--- src/rtl/clk_gate_ctrl.sv ---
// Clock-gating controller: sequences the CLK_EN input of one CLK_Gate cell (wake, ack, idle-off).
// Optional macro CG_TEST_MODE_EN adds i_test_mode, which forces o_clk_en high for DFT clocking.
module clk_gate_ctrl #(
  parameter int NUM_REQ     = 4,
  parameter int WAKE_CYCLES = 2,
  parameter int IDLE_CYCLES = 16,
  parameter int CNT_WIDTH   = 8
) (
  input  logic               i_clk,
  input  logic               i_rst_n,
  input  logic [NUM_REQ-1:0] i_req,
  input  logic               i_busy,
`ifdef CG_TEST_MODE_EN
  input  logic               i_test_mode,
`endif
  output logic [NUM_REQ-1:0] o_ack,
  output logic               o_clk_en,
  output logic               o_gated
);

  typedef enum logic [1:0] {
    S_OFF  = 2'b00,
    S_WAKE = 2'b01,
    S_ON   = 2'b10,
    S_IDLE = 2'b11
  } state_t;

  localparam logic [CNT_WIDTH-1:0] WAKE_LOAD = CNT_WIDTH'(WAKE_CYCLES - 1);
  localparam logic [CNT_WIDTH-1:0] IDLE_LOAD = CNT_WIDTH'(IDLE_CYCLES - 1);

  state_t               r_state;
  logic [CNT_WIDTH-1:0] r_cnt;
  logic                 r_clk_en;
  logic                 r_gated;
  logic [NUM_REQ-1:0]   r_ack;
  logic                 w_any_req;

  assign w_any_req = |i_req;

  // The shared counter times both the wake delay and the idle timeout; it only decrements when nonzero.
  always_ff @(posedge i_clk or negedge i_rst_n) begin
    if (!i_rst_n) begin
      r_state  <= S_OFF;
      r_cnt    <= '0;
      r_clk_en <= 1'b0;
      r_gated  <= 1'b1;
      r_ack    <= '0;
    end else begin
      case (r_state)
        S_OFF: begin
          r_ack <= '0;
          if (w_any_req) begin
            r_state  <= S_WAKE;
            r_clk_en <= 1'b1;
            r_gated  <= 1'b0;
            r_cnt    <= WAKE_LOAD;
          end
        end
        S_WAKE: begin
          if (r_cnt == '0) begin
            r_state <= S_ON;
            r_ack   <= i_req;
          end else begin
            r_cnt <= r_cnt - 1'b1;
          end
        end
        S_ON: begin
          if (!w_any_req && !i_busy) begin
            r_state <= S_IDLE;
            r_ack   <= '0;
            r_cnt   <= IDLE_LOAD;
          end else begin
            r_ack <= i_req;
          end
        end
        S_IDLE: begin
          // A new request or busy wins over a timeout landing on the same edge.
          if (w_any_req || i_busy) begin
            r_state <= S_ON;
            r_ack   <= i_req;
          end else if (r_cnt == '0) begin
            r_state  <= S_OFF;
            r_clk_en <= 1'b0;
            r_gated  <= 1'b1;
          end else begin
            r_cnt <= r_cnt - 1'b1;
          end
        end
        default: begin
          r_state  <= S_OFF;
          r_clk_en <= 1'b0;
          r_gated  <= 1'b1;
          r_ack    <= '0;
          r_cnt    <= '0;
        end
      endcase
    end
  end

  assign o_ack   = r_ack;
  assign o_gated = r_gated;

`ifdef CG_TEST_MODE_EN
  assign o_clk_en = i_test_mode | r_clk_en;
`else
  assign o_clk_en = r_clk_en;
`endif

endmodule

--- config.mk ---
export PLATFORM = sky130hd
export DESIGN_NAME = clk_gate_ctrl
export DESIGN_NICKNAME = d
export VERILOG_FILES = /design/src/rtl/clk_gate_ctrl.sv
export SDC_FILE = /design/constraint.sdc
export NUM_CORES = 1
export LEC_CHECK = 0
export BUFFER_PORTS_ARGS = -buffer_cell sky130_fd_sc_hd__buf_4
export CORE_ASPECT_RATIO = 0.8
export CORE_UTILIZATION = 30
export CTS_CLUSTER_DIAMETER = 150
export DETAILED_ROUTE_END_ITERATION = 7
export PLACE_DENSITY = 0.47
export SYNTH_ARGS = -nofsm -noshare
export SYNTH_HDL_FRONTEND = slang
export SYNTH_SLANG_ARGS = --single-unit
export TNS_END_PERCENT = 1
--- constraint.sdc ---
create_clock -name i_clk -period 2.3 [get_ports i_clk]
set_input_delay 0.575 -clock i_clk [delete_from_list [all_inputs] [get_ports i_clk]]
set_output_delay 0.575 -clock i_clk [all_outputs]
set_load 0.1 [all_outputs]
==> results of run 1 <==
power breakdown:
group | switching, uW | internal, uW | leakage (uW)
combinational | 63.8 | 40.8 | 0.000304
clock | 89.2 | 123 | 0.0000228
sequential | 26.8 | 307 | 0.000182
total | 180 | 470 | 0.000509
metal layers:
metal,vias to the layer above,wire length (um),global-route usage (%)
met3,2,91,4.69
met5,-,0,0
li1,387,-,-
met4,0,9,4.55
met2,14,819,18.8
met1,352,1070,19.1
stage by stage:
stage	hold WS [ns]	instances
floorplan	0.279	97
global placement	0.446	149
detailed placement	0.449	149
CTS	0.173	153
global route	0.175	153
finish	0.175	153
cells in the mapped netlist, drive strengths merged (3+ instances only):
library cell	number	area [um^2]
clkbuf	3	11.3
o21ai	6	30.0
dfrtp	15	375
o21a	3	22.5
a21oi	4	20.0
nand2	9	33.8
or4	4	30.0
inv	7	26.3
nor2	4	15.0
nand2b	3	18.8
mux2i	6	60.1
nor3	5	25.0
registers in the layout, indices dropped and copies added, names as in the netlist:
name / count
r_state: 2
o_clk_en: 1
o_ack: 4
r_cnt: 8
o_gated: 1
final timing paths:
path                       cells after the start            startpoint  slack (ns)                   end
hold / removal                                 1               i_rst_n        0.17  o_ack[3]$_DFFE_PN0P_
setup / recovery                               5              i_req[1]        0.24  r_cnt[5]$_DFFE_PN0P_
hold reg to reg                                2  o_ack[1]$_DFFE_PN0P_        0.52  o_ack[1]$_DFFE_PN0P_
setup reg to reg                               7  r_cnt[0]$_DFFE_PN0P_        0.32  r_cnt[5]$_DFFE_PN0P_
max in group asynchronous                      1               i_rst_n        1.87   o_gated$_DFFE_PN1P_
min in group i_clk                             2  o_ack[1]$_DFFE_PN0P_        0.52  o_ack[1]$_DFFE_PN0P_
kinds of logic after synthesis:
logic type               share of synthesized area (%)
adder cells (fa/ha/maj)                           2.76
AND/OR/NAND/NOR                                   25.2
multiplexers                                      6.62
flip-flops                                        44.3
buffers and inverters                             5.93
AO/OA/AOI/OAI                                     15.2
worst max-delay path: cells and delay by family:
family	cells	cell delay, ns
AOI/OAI and AO/OA	2	0.42
and+or+nand+nor	2	1.11
buffers and inverters	1	0.11
layout make-up:
class,instances,share of cell area [%]
Inverter,7,2.36
Tap cell,38,4.26
Sequential cell,16,36.0
Clock buffer,4,4.04
Multi-Input combinational cell,69,40.5
Timing Repair Buffer,19,12.8
==> results.toml, run 1 <==
[power_and_ir_drop]
pwr_density_cell_nw_per_um2 = 583
vdd.ir_drop.worst_uv = 280
report.power.total_uw = 650
total_leakage_power_uw = 0.000509

[sta]
final-setup-viol-count = 0
actual_transition_at_the_worst_max_transition_pin_ns = 0.480
clock-skew-final_ns = 0.00430
worst_slew_margin_rel_pct = 67.8
fmax_mhz = 486
setup_total_negative_slack_ns = 0
setup_ws_ns = 0.242
slew_violations = 0
min_period_over_period_pct = 89.5
final.min_clock_period_ns = 2.06
hold_viol_final = 0
rsz0062_at_grt = "false"

[clocking]
hold_buffers = 0
tritoncts_num_sinks = 16
clkLatencyLatePin_ns = 0.25
postCtsResizedCells = 0
path_clk_slew_ns = 0.06
clock_tree.htree_level_count = 1
cts-root-buf = "sky130_fd_sc_hd__clkbuf_8"
post_cts.repair.setup_buffers = 0
clock_path_buffers = 2
cts_tree = "built"
tritoncts.num_buffers = 3

[finish]
antenna_cells_inserted = 0
finished_layout_cell_area_um2 = 1110
utilization_after_layout_pct = 39.7
multiInputGateArea_um2 = 452
most-common-layout-cells = "sky130_fd_sc_hd__buf_4 (19), sky130_fd_sc_hd__dfrtp_1 (15), sky130_fd_sc_hd__nand2_1 (9)"
syn_to_final_growth_pct = 22.9
area.sequential_um2 = 402
layout.filler_cells = 305
ratio_of_cells_with_drive_above_1_in_the_final_layout_pct = 21.7
final_common_cell = "sky130_fd_sc_hd__buf_4"
num-nets-final = 125

[logic_synthesis]
synth.net_count = 106
synthesis.instances = 97
yosysWarnings = 0
async_reset_ff_share_pct = 100
yosysSeqAreaShare_pct = 44.3
yosys.cell_types.count = 32
synthesis.area_per_instance_um2 = 9.35
synthesized_area_um2 = 907
synth-edff-count = 0
yosys_most_used_dff = "sky130_fd_sc_hd__dfrtp_1"
ys_seq_elements = 16

[global_routing]
gr-total-overflow = 0
grt_max_degree = 17
number_of_antenna_violations_at_the_first_check_in_global_routing = 0
aggregate_global_route_resource_usage_pct = 13.5
first_global_vias = 700
grt_first_pass_wirelength_um = 3280

[min_path]
worst_hold_path_type = "primary input to async pin"

[placement]
detailed_place.area_um2 = 1070
placement.setup.worst_slack_ns = 0.00163
detailedPlacementHpwl_um = 1510
place.gp.congestion = 0.740
numPortBuffers = 12

[critical_path]
critical-path-max-stage-delay_ns = 0.59
timing.critical_path.required_ns = 2.47
crit_path_max_fanout = 7
worst_ep_arrival_time_ns = 2.23
cell_repeated_most_along_the_worst_path = "sky130_fd_sc_hd__or4_1"
timing.setup.critical_path_class = "primary input to register"
timing.critical_path.slowest_stage_cell = "sky130_fd_sc_hd__or4_1"
path_cells = "buf_4 -> or4_1 -> o21a_1 -> or4_1 -> a21oi_1"
startpoint_type = "primary input"
timing.critical_path.to_type = "register"

[detailed_routing]
routed_wire_length_per_instance_um = 13.0
drtPass1Iterations = 5
first_iter_violations = 29
totalWireLength_um = 1990
viasPerCell = 4.93
drcViolationCount = 0
ant_nets = 0
num_vias = 755

[floorplanning]
dieArea_um2 = 3250
initial_utilization_pct = 32.3
placementRows = 17
fp.dieW_um = 63.5
ios = 13
die_h_um = 51.2
placeableCoreArea_um2 = 2810

[flow_run]
max_cap_check_violation_count = 0

[status]
run_status = "finished clean"
(Power assumes the default switching activity.)
==> run 2: changes to the inputs <==
--- a/config.mk
+++ b/config.mk
@@ -5,6 +5,7 @@
 export SDC_FILE = /design/constraint.sdc
 export NUM_CORES = 1
 export LEC_CHECK = 0
+export ABC_AREA = 1
 export BUFFER_PORTS_ARGS = -buffer_cell sky130_fd_sc_hd__buf_4
 export CORE_ASPECT_RATIO = 0.8
 export CORE_UTILIZATION = 30
==> results.toml, run 2 <==
[logic_synthesis]
synth.top_cells.by_area = "sky130_fd_sc_hd__dfrtp_1 (38%), sky130_fd_sc_hd__nand2_1 (17%), sky130_fd_sc_hd__inv_1 (8.3%)"
synthMostInstantiatedCell = "sky130_fd_sc_hd__nand2_1"
yosys.cell_types.count = 20
synth_common_cells = "sky130_fd_sc_hd__nand2_1 (44), sky130_fd_sc_hd__inv_1 (22), sky130_fd_sc_hd__dfrtp_1 (15)"
yosysSeqAreaShare_pct = 40.2
synth.net_count = 148
synthDominantAreaCellType = "sky130_fd_sc_hd__dfrtp_1"
async_reset_ff_share_pct = 100
ys_seq_elements = 16
synth_top_cell_area_share_pct = 37.5
yosysWarnings = 0
yosys_most_used_dff = "sky130_fd_sc_hd__dfrtp_1"
synthesis.area_per_instance_um2 = 7.19
synthesized_area_um2 = 1000
synthesis.instances = 139
synth-edff-count = 0

[critical_path]
timing.critical_path.required_ns = 1.73
timing.critical_path.slowest_stage_cell = "sky130_fd_sc_hd__dfstp_2"
startpoint_type = "register"
worst_r2r_startpoint = "r_cnt[0]$_DFFE_PN0P_"
cp_num_cells = 1
path_cells = "buf_4"
timing.setup.critical_path_class = "register to primary output"
critical-path-max-stage-delay_ns = 0.53
crit_path_max_fanout = 2
rr_endpoint = "r_cnt[7]$_DFFE_PN0P_"
startpoint = "o_gated$_DFFE_PN1P_"
r2r_cells = 9
timing.critical_path.to_type = "primary output"
worst_ep_arrival_time_ns = 1.05
worstPathBufferInverterCount = 1
timing.critical_path.max_delay_family = "flip-flops"
critPathCapture = "o_gated"
reg2reg_setup_slack_ns = 0.83

[global_routing]
grt_max_degree = 17
grt_first_pass_wirelength_um = 3400
grt_most_used_layer = "met2"
grt_use_met1_pct = 18.8
gr_met3_demand_resource_pct = 3.81
groute.layer.met2.usage_pct = 19.5
gr-total-overflow = 0
aggregate_global_route_resource_usage_pct = 13.3
first_global_vias = 724
number_of_antenna_violations_at_the_first_check_in_global_routing = 0

[flow_run]
max_cap_check_violation_count = 0

[floorplanning]
dieArea_um2 = 3570
die_h_um = 53.6
initial_utilization_pct = 31.9
placeableCoreArea_um2 = 3130
ios = 13
placementRows = 18
fp.dieW_um = 66.5

[power_and_ir_drop]
seqPwrFrac_pct = 33.9
clkPwrFrac_pct = 18.3
switching_share_pct = 47.2
vdd.ir_drop.worst_uv = 658
power_frac_comb_pct = 47.7
total_leakage_power_uw = 0.000607
pwr_density_cell_nw_per_um2 = 1110
power_switching_uw = 621
intPower_uw = 695

[min_path]
worst_hold_path_type = "primary input to async pin"

[clocking]
path_clk_slew_ns = 0.06
hold_buffers = 0
clkLatencyLatePin_ns = 0.24
clock_path_buffers = 2
postCtsResizedCells = 0
cts_tree = "built"
tritoncts.num_buffers = 3
clock_tree.htree_level_count = 1
tritoncts_num_sinks = 16
post_cts.repair.setup_buffers = 0
cts-root-buf = "sky130_fd_sc_hd__clkbuf_8"

[finish]
largest_register_ff_count = 8
most-common-layout-cells = "sky130_fd_sc_hd__nand2_1 (44), sky130_fd_sc_hd__inv_1 (22), sky130_fd_sc_hd__dfrtp_1 (15)"
num-nets-final = 164
ratio_of_cells_with_drive_above_1_in_the_final_layout_pct = 18.2
fin_cells = 194
max_flop_register = "r_cnt"
final_common_cell = "sky130_fd_sc_hd__nand2_1"
syn_to_final_growth_pct = 19.0
utilization_after_layout_pct = 38.0
finished_layout_cell_area_um2 = 1190
antenna_cells_inserted = 0

[detailed_routing]
totalWireLength_um = 2070
drcViolationCount = 0
drtPass1Iterations = 4
num_vias = 871
ant_nets = 0
viasPerCell = 4.49
routed_wire_length_per_instance_um = 10.6
first_iter_violations = 37

[sta]
min_period_over_period_pct = 70.8
worst_slew_margin_rel_pct = 80.1
hold_viol_final = 0
fmax_mhz = 614
slew_violations = 0
clock-skew-final_ns = 0.00148
final-setup-viol-count = 0
setup_ws_ns = 0.671
final.min_clock_period_ns = 1.63
rsz0062_at_grt = "false"
setup_total_negative_slack_ns = 0
actual_transition_at_the_worst_max_transition_pin_ns = 0.296

[placement]
place.gp.congestion = 0.775
detailed_place.area_um2 = 1130
placement.setup.worst_slack_ns = 0.713
detailedPlacementHpwl_um = 1700
dp_cells = 190
numPortBuffers = 12

[status]
run_status = "finished clean"
run 2: layer usage:
layer | part of all wire (%) | routed length (um)
met1 | 52 | 1080
met2 | 42 | 877
met3 | 4.2 | 86
met4 | 0.92 | 19
met5 | 0 | 0
run 2: cell type report:
type                            count  area, um^2
Tap cell                           40        50.0
Multi-Input combinational cell    100         510
Sequential cell                    16         402
Timing Repair Buffer               12        90.1
Clock buffer                        4        55.1
Fill cell                         334        1940
Inverter                           22        82.6
run 2: worst min-delay path by stage:
stage	to	depth (start not counted)	slack (ns)
3_3_place_gp	o_ack[3]$_DFFE_PN0P_	1	0.44
3_5_place_dp	o_ack[1]$_DFFE_PN0P_	1	0.44
4_1_cts	o_ack[2]$_DFFE_PN0P_	1	0.18
2_1_floorplan	o_ack[0]$_DFFE_PN0P_	0	0.28
5_1_grt	o_ack[0]$_DFFE_PN0P_	1	0.18
6_report	o_ack[2]$_DFFE_PN0P_	1	0.18
run 2: worst reg2reg max path, stage by stage, from the launching register on:
cell and delay (ns):
sky130_fd_sc_hd__dfrtp_1 0.42, sky130_fd_sc_hd__inv_1 0.12, sky130_fd_sc_hd__ha_1 0.15, sky130_fd_sc_hd__nand2_1 0.11, sky130_fd_sc_hd__nor2_4 0.16, sky130_fd_sc_hd__nand2_2 0.07
sky130_fd_sc_hd__nand2_4 0.14, sky130_fd_sc_hd__nor2_8 0.06, sky130_fd_sc_hd__nand2_1 0.06, sky130_fd_sc_hd__nand2_1 0.06
run 2: through the flow:
stage               power [uW]  hold WS [ns]
floorplan                  935         0.279
global placement          1070         0.445
detailed placement        1080         0.444
CTS                       1330         0.179
global route              1430         0.178
finish                    1320         0.175
run 2: power by group through the flow:
stage               Clock (uW)  Combinational, uW  Sequential (uW)
finish                     241                628              447
global route               263                705              459
CTS                        249                631              447
detailed placement           0                629              450
global placement             0                623              451
floorplan                    0                460              475
run 2: kinds of logic after synthesis:
group                      count (synthesis)  share of synthesized area [%]
and+or+nand+nor                           77                           37.3
xor gates and xnor gates                   1                          0.876
AOI/OAI and AO/OA                         20                           10.4
DFF                                       16                           40.2
buffers and inverters                     23                           8.76
adders and majority gates                  2                           2.50
